<file path="src/rtl/piso_stream_shifter_pkg.sv">
// Shared definitions for the bit-serial stream blocks: FSM state encoding,
// stream-direction constants and a constant-foldable clog2.
package coa_serial_pkg;

  typedef enum logic {
    IDLE  = 1'b0,
    SHIFT = 1'b1
  } state_t;

  localparam logic DIR_MSB_FIRST = 1'b0;
  localparam logic DIR_LSB_FIRST = 1'b1;

  function automatic int clog2(input int value);
    int res;
    int rem;
    res = 0;
    rem = value - 1;
    while (rem > 0) begin
      res = res + 1;
      rem = rem >> 1;
    end
    return res;
  endfunction

endpackage

</file>
<file path="src/rtl/piso_stream_shifter_if.sv">
// Load-side and bit-side handshake bundle of the parallel-in/serial-out shifter.
interface piso_stream_shifter_if #(
  parameter int WIDTH = 32
) ();
  localparam int CNT_W = coa_serial_pkg::clog2(WIDTH);

  logic             load_valid;
  logic             load_ready;
  logic [WIDTH-1:0] load_data;
  logic             load_lsb_first;
  logic             abort;
  logic             bit_valid;
  logic             bit_ready;
  logic             bit_out;
  logic             bit_last;
  logic [CNT_W-1:0] bit_index;
  logic             busy;

  modport master (
    output load_valid, load_data, load_lsb_first, abort, bit_ready,
    input  load_ready, bit_valid, bit_out, bit_last, bit_index, busy
  );

  modport slave (
    input  load_valid, load_data, load_lsb_first, abort, bit_ready,
    output load_ready, bit_valid, bit_out, bit_last, bit_index, busy
  );
endinterface

</file>
<file path="src/rtl/piso_stream_shifter_bit_index_counter.sv">
// Ordinal of the bit currently presented; flags the final position WIDTH-1.
module bit_index_counter #(
  parameter int WIDTH = 32,
  parameter int CNT_W = 5
) (
  input  logic             clk,
  input  logic             reset,
  input  logic             clear_i,
  input  logic             en_i,
  output logic [CNT_W-1:0] count_o,
  output logic             term_o
);
  logic [CNT_W-1:0] count_q, count_d;

  always_comb begin
    count_d = count_q;
    if (clear_i) begin
      count_d = '0;
    end else if (en_i) begin
      count_d = count_q + 1'b1;
    end
  end

  always_ff @(posedge clk or negedge reset) begin
    if (!reset) begin
      count_q <= '0;
    end else begin
      count_q <= count_d;
    end
  end

  assign count_o = count_q;
  assign term_o  = (count_q == CNT_W'(WIDTH - 1));
endmodule

</file>
<file path="src/rtl/piso_stream_shifter.sv">
// Parallel-in/serial-out shifter: loads a word, streams it MSB- or LSB-first
// under bit-side backpressure, and can reload in the same cycle as the last bit.
module piso_stream_shifter
  import coa_serial_pkg::*;
#(
  parameter int   WIDTH    = 32,
  parameter logic FILL_BIT = 1'b0
) (
  input  logic                  clk,
  input  logic                  reset,
  piso_stream_shifter_if.slave  bus
);
  localparam int CNT_W = clog2(WIDTH);

  state_t           state_q, state_d;
  logic [WIDTH-1:0] data_q, data_d;
  logic             lsb_first_q, lsb_first_d;
  logic [CNT_W-1:0] idx;
  logic             term;
  logic             in_shift;
  logic             load_acc;
  logic             bit_acc;
  logic             last_acc;

  assign in_shift = (state_q == SHIFT);
  assign bit_acc  = in_shift & bus.bit_ready;
  assign last_acc = bit_acc & term;
  assign load_acc = bus.load_valid & bus.load_ready;

  // load_ready gated by reset so nothing is offered while the block is held.
  assign bus.load_ready = reset & ~bus.abort & (~in_shift | (term & bus.bit_ready));
  assign bus.bit_valid  = in_shift;
  assign bus.busy       = in_shift;
  assign bus.bit_last   = in_shift & term;
  assign bus.bit_index  = idx;
  assign bus.bit_out    = in_shift &
                          ((lsb_first_q == DIR_LSB_FIRST) ? data_q[0] : data_q[WIDTH-1]);

  always_comb begin
    state_d = state_q;
    if (bus.abort) begin
      state_d = IDLE;
    end else begin
      case (state_q)
        IDLE:    if (load_acc) state_d = SHIFT;
        SHIFT:   if (last_acc) state_d = load_acc ? SHIFT : IDLE;
        default: state_d = IDLE;
      endcase
    end
  end

  always_comb begin
    data_d      = data_q;
    lsb_first_d = lsb_first_q;
    if (bus.abort) begin
      data_d = '0;
    end else if (load_acc) begin
      data_d      = bus.load_data;
      lsb_first_d = bus.load_lsb_first;
    end else if (bit_acc && !term) begin
      if (lsb_first_q == DIR_LSB_FIRST) begin
        data_d = {FILL_BIT, data_q[WIDTH-1:1]};
      end else begin
        data_d = {data_q[WIDTH-2:0], FILL_BIT};
      end
    end
  end

  always_ff @(posedge clk or negedge reset) begin
    if (!reset) begin
      state_q     <= IDLE;
      data_q      <= '0;
      lsb_first_q <= DIR_MSB_FIRST;
    end else begin
      state_q     <= state_d;
      data_q      <= data_d;
      lsb_first_q <= lsb_first_d;
    end
  end

  // Index returns to 0 on every word boundary so IDLE always shows index 0.
  bit_index_counter #(
    .WIDTH (WIDTH),
    .CNT_W (CNT_W)
  ) u_bit_index_counter (
    .clk     (clk),
    .reset   (reset),
    .clear_i (bus.abort | load_acc | last_acc),
    .en_i    (bit_acc & ~term),
    .count_o (idx),
    .term_o  (term)
  );
endmodule
</file>
<file path="src/flat_wrapper.sv">
// flat-port wrapper written by rule: the top's interface ports become plain ports
module piso_stream_shifter_flat import coa_serial_pkg::*;
#(
  parameter int   WIDTH    = 32,
  parameter logic FILL_BIT = 1'b0
)
  (clk, reset, bus_load_valid, bus_load_data, bus_load_lsb_first, bus_abort, bus_bit_ready, bus_load_ready, bus_bit_valid, bus_bit_out, bus_bit_last, bus_bit_index, bus_busy);
  piso_stream_shifter_if #(.WIDTH(WIDTH)) bus_i ();
  input  logic clk;
  input  logic reset;
  input wire logic [$bits(bus_i.load_valid)-1:0] bus_load_valid;
  input wire logic [$bits(bus_i.load_data)-1:0] bus_load_data;
  input wire logic [$bits(bus_i.load_lsb_first)-1:0] bus_load_lsb_first;
  input wire logic [$bits(bus_i.abort)-1:0] bus_abort;
  input wire logic [$bits(bus_i.bit_ready)-1:0] bus_bit_ready;
  output wire logic [$bits(bus_i.load_ready)-1:0] bus_load_ready;
  output wire logic [$bits(bus_i.bit_valid)-1:0] bus_bit_valid;
  output wire logic [$bits(bus_i.bit_out)-1:0] bus_bit_out;
  output wire logic [$bits(bus_i.bit_last)-1:0] bus_bit_last;
  output wire logic [$bits(bus_i.bit_index)-1:0] bus_bit_index;
  output wire logic [$bits(bus_i.busy)-1:0] bus_busy;
  assign bus_i.load_valid = bus_load_valid;
  assign bus_i.load_data = bus_load_data;
  assign bus_i.load_lsb_first = bus_load_lsb_first;
  assign bus_i.abort = bus_abort;
  assign bus_i.bit_ready = bus_bit_ready;
  assign bus_load_ready = bus_i.load_ready;
  assign bus_bit_valid = bus_i.bit_valid;
  assign bus_bit_out = bus_i.bit_out;
  assign bus_bit_last = bus_i.bit_last;
  assign bus_bit_index = bus_i.bit_index;
  assign bus_busy = bus_i.busy;
  piso_stream_shifter #(.WIDTH(WIDTH), .FILL_BIT(FILL_BIT)) u_core (.clk(clk), .reset(reset), .bus(bus_i));
endmodule
</file>
<file path="config.mk">
export PLATFORM = sky130hd
export DESIGN_NAME = piso_stream_shifter_flat
export DESIGN_NICKNAME = d
export VERILOG_FILES = /design/src/rtl/piso_stream_shifter_pkg.sv /design/src/rtl/piso_stream_shifter_if.sv /design/src/rtl/piso_stream_shifter_bit_index_counter.sv /design/src/rtl/piso_stream_shifter.sv /design/src/flat_wrapper.sv
export SDC_FILE = /design/constraint.sdc
export NUM_CORES = 1
export LEC_CHECK = 0
export BUFFER_PORTS_ARGS = -buffer_cell sky130_fd_sc_hd__buf_2
export CAP_MARGIN = 30
export CORE_MARGIN = 2
export CORE_UTILIZATION = 55
export DETAILED_ROUTE_END_ITERATION = 8
export PLACE_DENSITY = 0.8
export RECOVER_POWER = 50
export SETUP_SLACK_MARGIN = 0.02
export SYNTH_ARGS = -nofsm -noshare
export SYNTH_HDL_FRONTEND = slang
export SYNTH_SLANG_ARGS = --single-unit
</file>
<file path="constraint.sdc">
create_clock -name clk -period 4.1 [get_ports clk]
set_input_delay 1.025 -clock clk [delete_from_list [all_inputs] [get_ports clk]]
set_output_delay 1.025 -clock clk [all_outputs]
set_load 0.01 [all_outputs]
</file>
Word-level counts from Yosys, hierarchy flattened. Cells that the tools add are included.

Memories kept: 0. Logic and storage cells: 37. Latch bits: 0. Bits in read-only memories: 0. Memory bits (writable): 0. Register bits: 39.

Div/mod/pow operators: 0. Magnitude comparators: 0. Mux-type cells: 11. Shift-type cells: 0. Add/subtract/negate cells: 1. Equality and inequality tests: 1. Multiply operators: 0. Bitwise logic cells: 15. Reduce and logical (&&, ||, !) cells: 5.

Operators by type and width (count): $mux W32 (4); $mux W5 (2); $and A1 B1 Y1 (9); $add A5 B1 Y5 const B (1); $eq A5 B5 Y1 const B (1); $mux W1 (4); $not A1 Y1 (3); $or A1 B1 Y1 (3); $reduce_bool A3 Y1 (1); $pmux W1 S2 (1); $reduce_and A2 Y1 (1); $reduce_bool A2 Y1 (1); $logic_and A1 B1 Y1 (1); $logic_not A1 Y1 (1).

Logic depth before layout (Yosys ltp).
Depth in word-level cells: 9. Mapped depth: 9. Mapped depth without buffers: 7.

Modules after synthesis. A second synthesis with hierarchy kept.

Cells, all modules: 223. Area, all modules: 2502.4 µm².

Modules (own cells, without submodules): piso_stream_shifter (cells each 201, seq. area each 850.8 µm², instances 1, area each 2225.9 µm²); bit_index_counter (cells each 22, seq. area each 125.1 µm², instances 1, area each 276.5 µm²).

Worst setup path before layout. Ideal clock, no wire load.

Path kind: reg2out. Start point: reg u_core.u_bit_index_counter.count_q[0], in the netlist u_core.u_bit_index_counter.count_o[0]. End point: out bus_load_ready. Setup slack: 1591 ps. Path buffers: 1. Cell stages (with the launch flop): 7. Arrival time: 1484 ps. Cell sequence: dfrtp_1 ha_1 and3_1 ha_1 buf_4 a21boi_4 nor3b_1.

Word-level cells in the longest chain between the ends: 4.

RTL lines: start: declaration (line piso_stream_shifter_bit_index_counter.sv:13) `logic [CNT_W-1:0] count_q, count_d;`; start signal: assignment (line piso_stream_shifter_bit_index_counter.sv:28) `count_q <= count_d;`; $eq A5 B5 Y1 (line piso_stream_shifter_bit_index_counter.sv:33) `assign term_o = (count_q == CNT_W'(WIDTH - 1));`; $and A1 B1 Y1 (line piso_stream_shifter.sv:31) `assign bus.load_ready = reset & ~bus.abort & (~in_shift | (term & bus.bit_ready));`; $or A1 B1 Y1 (line piso_stream_shifter.sv:31); $and A1 B1 Y1 (line piso_stream_shifter.sv:31); end: declaration (line flat_wrapper.sv:16) `output wire logic [$bits(bus_i.load_ready)-1:0] bus_load_ready;`.

No other way between the ends.

Worst setup path in the final report. Ends and elaborated chain as after synthesis.

==> impl_results.md <==
- Initial core utilization: 0.570
- Placed cell areas: roughly 2500 µm²
- Bufs on Longest Clock Path: 2
- I/O pin total: 48
- Netlist Area Pre-Place: 2280 µm²
- Clock sink total: 39
- Fin. Hold Viols: 0
- Worst endpoint required time: 3.07 ns
- Fill cells: ~350
- Synth Area per Inst: 12.1 µm²
- Number of routed nets with antenna violations: 0
- Violations in the final reports: max-capacitance violations, max-slew violations
- Total routed wirelength: 4350 µm
- RSZ-0062 raised after global routing: no
- F_max: 332 MHz
- Crit Path Class: reg -> out
- Row cnt: 23
- Share of post-route cells with drive strength above 1: 0.356
- Largest family of logic cells by synthesized area: multiplexers
- H-tree levels: 2
- Startpoint type of the worst setup path: flip-flop
- Synth Area in Simple Gates: 0.0604
- CTS buffer count: 5
- Status: finished with violations
- Critical-path cell list: ha_1 > and3_1 > ha_1 > a21boi_4 > nor3b_1 > buf_2
- Period Utilization, post-route: 0.735
- Die Wd: around 70 µm
- Slew @ Worst Pin: between 1.5 and 2 ns
- Adder-Cell Fraction of Synth Area: 0.0110
- Static Leak: 0.00121 µW
- Vias in the first global route: about 1,600
- CTS tree: done
- CP endpoint kind: output pin
- Vias per inst: 5.83
- Cells after synthesis: around 190
- Path depth of the worst reg2reg path: 8
- CP max stage cell: dfrtp_1
- Global placement routability congestion: 0.739
- Setup Fix Bufs, Post-CTS: 0
- CP dominant cell by count: ha_1
- Gr ovfl total: 0
- DR vias: roughly 1,700
- Crit path depth: 6
- Skew final: 0.00567 ns
- Core Region: 4000 µm²
- Diode count: 0
- Post-synthesis compound-gate area fraction: 0.160
- Hold Path Depth: 1
- Async SR Flop Fraction: 1.00
- Crit-path leading delay family: adder cells
- Worst skew pair latency: 0.30 ns
- Largest net degree at the start of global routing: 35
- Arrival @ worst endpoint: 1.99 ns
- Iter 0 DRT Violations: 48
- First-pass GRT wire length: 7220 µm
- Max-Cap Viols: 1
- Final Cell Area: 2610 µm²
- Pwr/cell area: 347 nW/µm²
- Layout Utilization: 0.653
- Post-synth EDFFs: 0
- Hold/Removal Path Class: reg -> reg
- Total GRT Usage: 0.212
- Unique masters post-synth: 28
- # DRC: 0
- Die height: 68.4 µm
- Max incr delay on CP: 0.44 ns
- Sequential area share after synthesis: 0.428
- Post-CTS Resized: 0
- Yosys warnings: 0
- Syn nets: 228
- WL/cell: 15.4 µm
- Mux cell area share after synthesis: 0.299
- Area of the die: 4680 µm²
- Slew Limit Fails: 32
- Worst Path Buf+Inv: 1
- Synth Area in XOR/XNOR: 0
- Maximum vdd ir drop: approximately 0.00020 V
- First drt pass iteration count: 4
- Ys flop type: dfrtp_1
- CP max FO: 10
- Layout net count: 272
- Min Tclk post-route: slightly above 3 ns
- Final setup violating endpoints: 0
- Setup_tns: 0 ns
- Number of I/O port buffers: 47
- # hold bufs at CTS: 0
- Layout area overhead: 14.6%
- Root buffer cell: clkbuf_8
- DP HPWL: 2910 µm
- Slew HR: -0.0837
- Flops & latches, synth: 39
- Initial antenna violation count: 0
- Clock transition at path regs: roughly 0.080 ns
==> path summary, 6_finish.rpt <==
kind                                                             from                                     to  slack (ns)
worst min register to register                       u_core.data_q[2]                       u_core.data_q[2]        0.52
worst max-delay path            u_core.u_bit_index_counter.count_o[0]                         bus_load_ready        1.08
min in group asynchronous                                       reset  u_core.u_bit_index_counter.count_o[0]        0.67
worst max register to register  u_core.u_bit_index_counter.count_o[0]                      u_core.data_q[16]        1.31
max in group asynchronous                                       reset                      u_core.data_q[24]        1.54
worst min-delay path                                 u_core.data_q[2]                       u_core.data_q[2]        0.52
==> cell families after synthesis <==
family	after synthesis
compound gates	44
fa+ha+maj	2
buf+inv	16
flops	39
mux	64
simple gates	23
==> sequential cells by signal, summed over array words and instances, names as in the netlist <==
signal                              count
u_core.lsb_first_q                      1
u_core.u_bit_index_counter.count_o      5
u_core.data_q                          32
u_core.bus.bit_valid                    1
==> synthesized netlist by cell type, drive strengths merged (2+ instances only) <==
| cell type | number | share of area |
|---|---|---|
| a21oi | 6 | 0.015 |
| and2 | 2 | 0.0055 |
| buf | 15 | 0.040 |
| dfrtp | 39 | 0.43 |
| ha | 2 | 0.011 |
| mux2 | 32 | 0.16 |
| mux2i | 32 | 0.14 |
| nand2 | 2 | 0.0033 |
| nand2b | 2 | 0.0055 |
| nor2 | 7 | 0.012 |
| nor3 | 3 | 0.012 |
| nor3b | 3 | 0.0099 |
| o21ai | 3 | 0.0066 |
| o2bb2ai | 32 | 0.12 |
==> per-stage QoR <==
step | setup slack (ns) | hold WS [ns] | power [µW] | instances
2_1_floorplan | 1.59 | 0.465 | 578 | 188
3_3_place_gp | 1.31 | 0.495 | 626 | 275
3_5_place_dp | 1.26 | 0.497 | 629 | 275
4_1_cts | 1.08 | 0.523 | 918 | 283
5_1_grt | 0.935 | 0.545 | 955 | 283
6_report | 1.08 | 0.522 | 907 | 283
==> final cells by class <==
cell class              count  area [µm²]  share of cell area
clock buffers               8         100              0.0383
inverters                   1        3.75             0.00144
multi-input cells         133        1210               0.463
flip-flops and latches     39         976               0.374
well taps                  50        62.6              0.0239
repair buffers             52         262               0.100
==> cell usage in the layout (no fill, tap or decap), types with 2 or more instances in the layout <==
cell / instances
buf_2: 41
clkbuf_1: 8
mux2_1: 5
a21oi_1: 5
o2bb2ai_1: 32
nor3b_1: 3
dfrtp_1: 39
buf_4: 4
mux2_2: 27
and2_1: 2
nor3_1: 2
nand2b_1: 2
mux2i_1: 32
nor2_1: 7
clkbuf_8: 7
o21ai_0: 2
ha_1: 2
nand2_1: 2
==> power breakdown <==
group | total [µW] | leakage (µW) | switching [µW] | internal [µW]
sequential | 434 | 0.000532 | 21.2 | 413
clock | 287 | 0.0000515 | 133 | 154
combinational | 186 | 0.000629 | 93.2 | 92.6
total | 907 | 0.00121 | 248 | 659
==> layer usage <==
metal | track usage | vias to the layer above | wire [µm]
li1 | - | 799 | -
met1 | 0.256 | 806 | 2030
met2 | 0.355 | 39 | 2050
met3 | 0.0543 | 7 | 173
met4 | 0.0900 | 0 | 91
met5 | 0 | - | 0
Power figures use the tool's default switching activity.
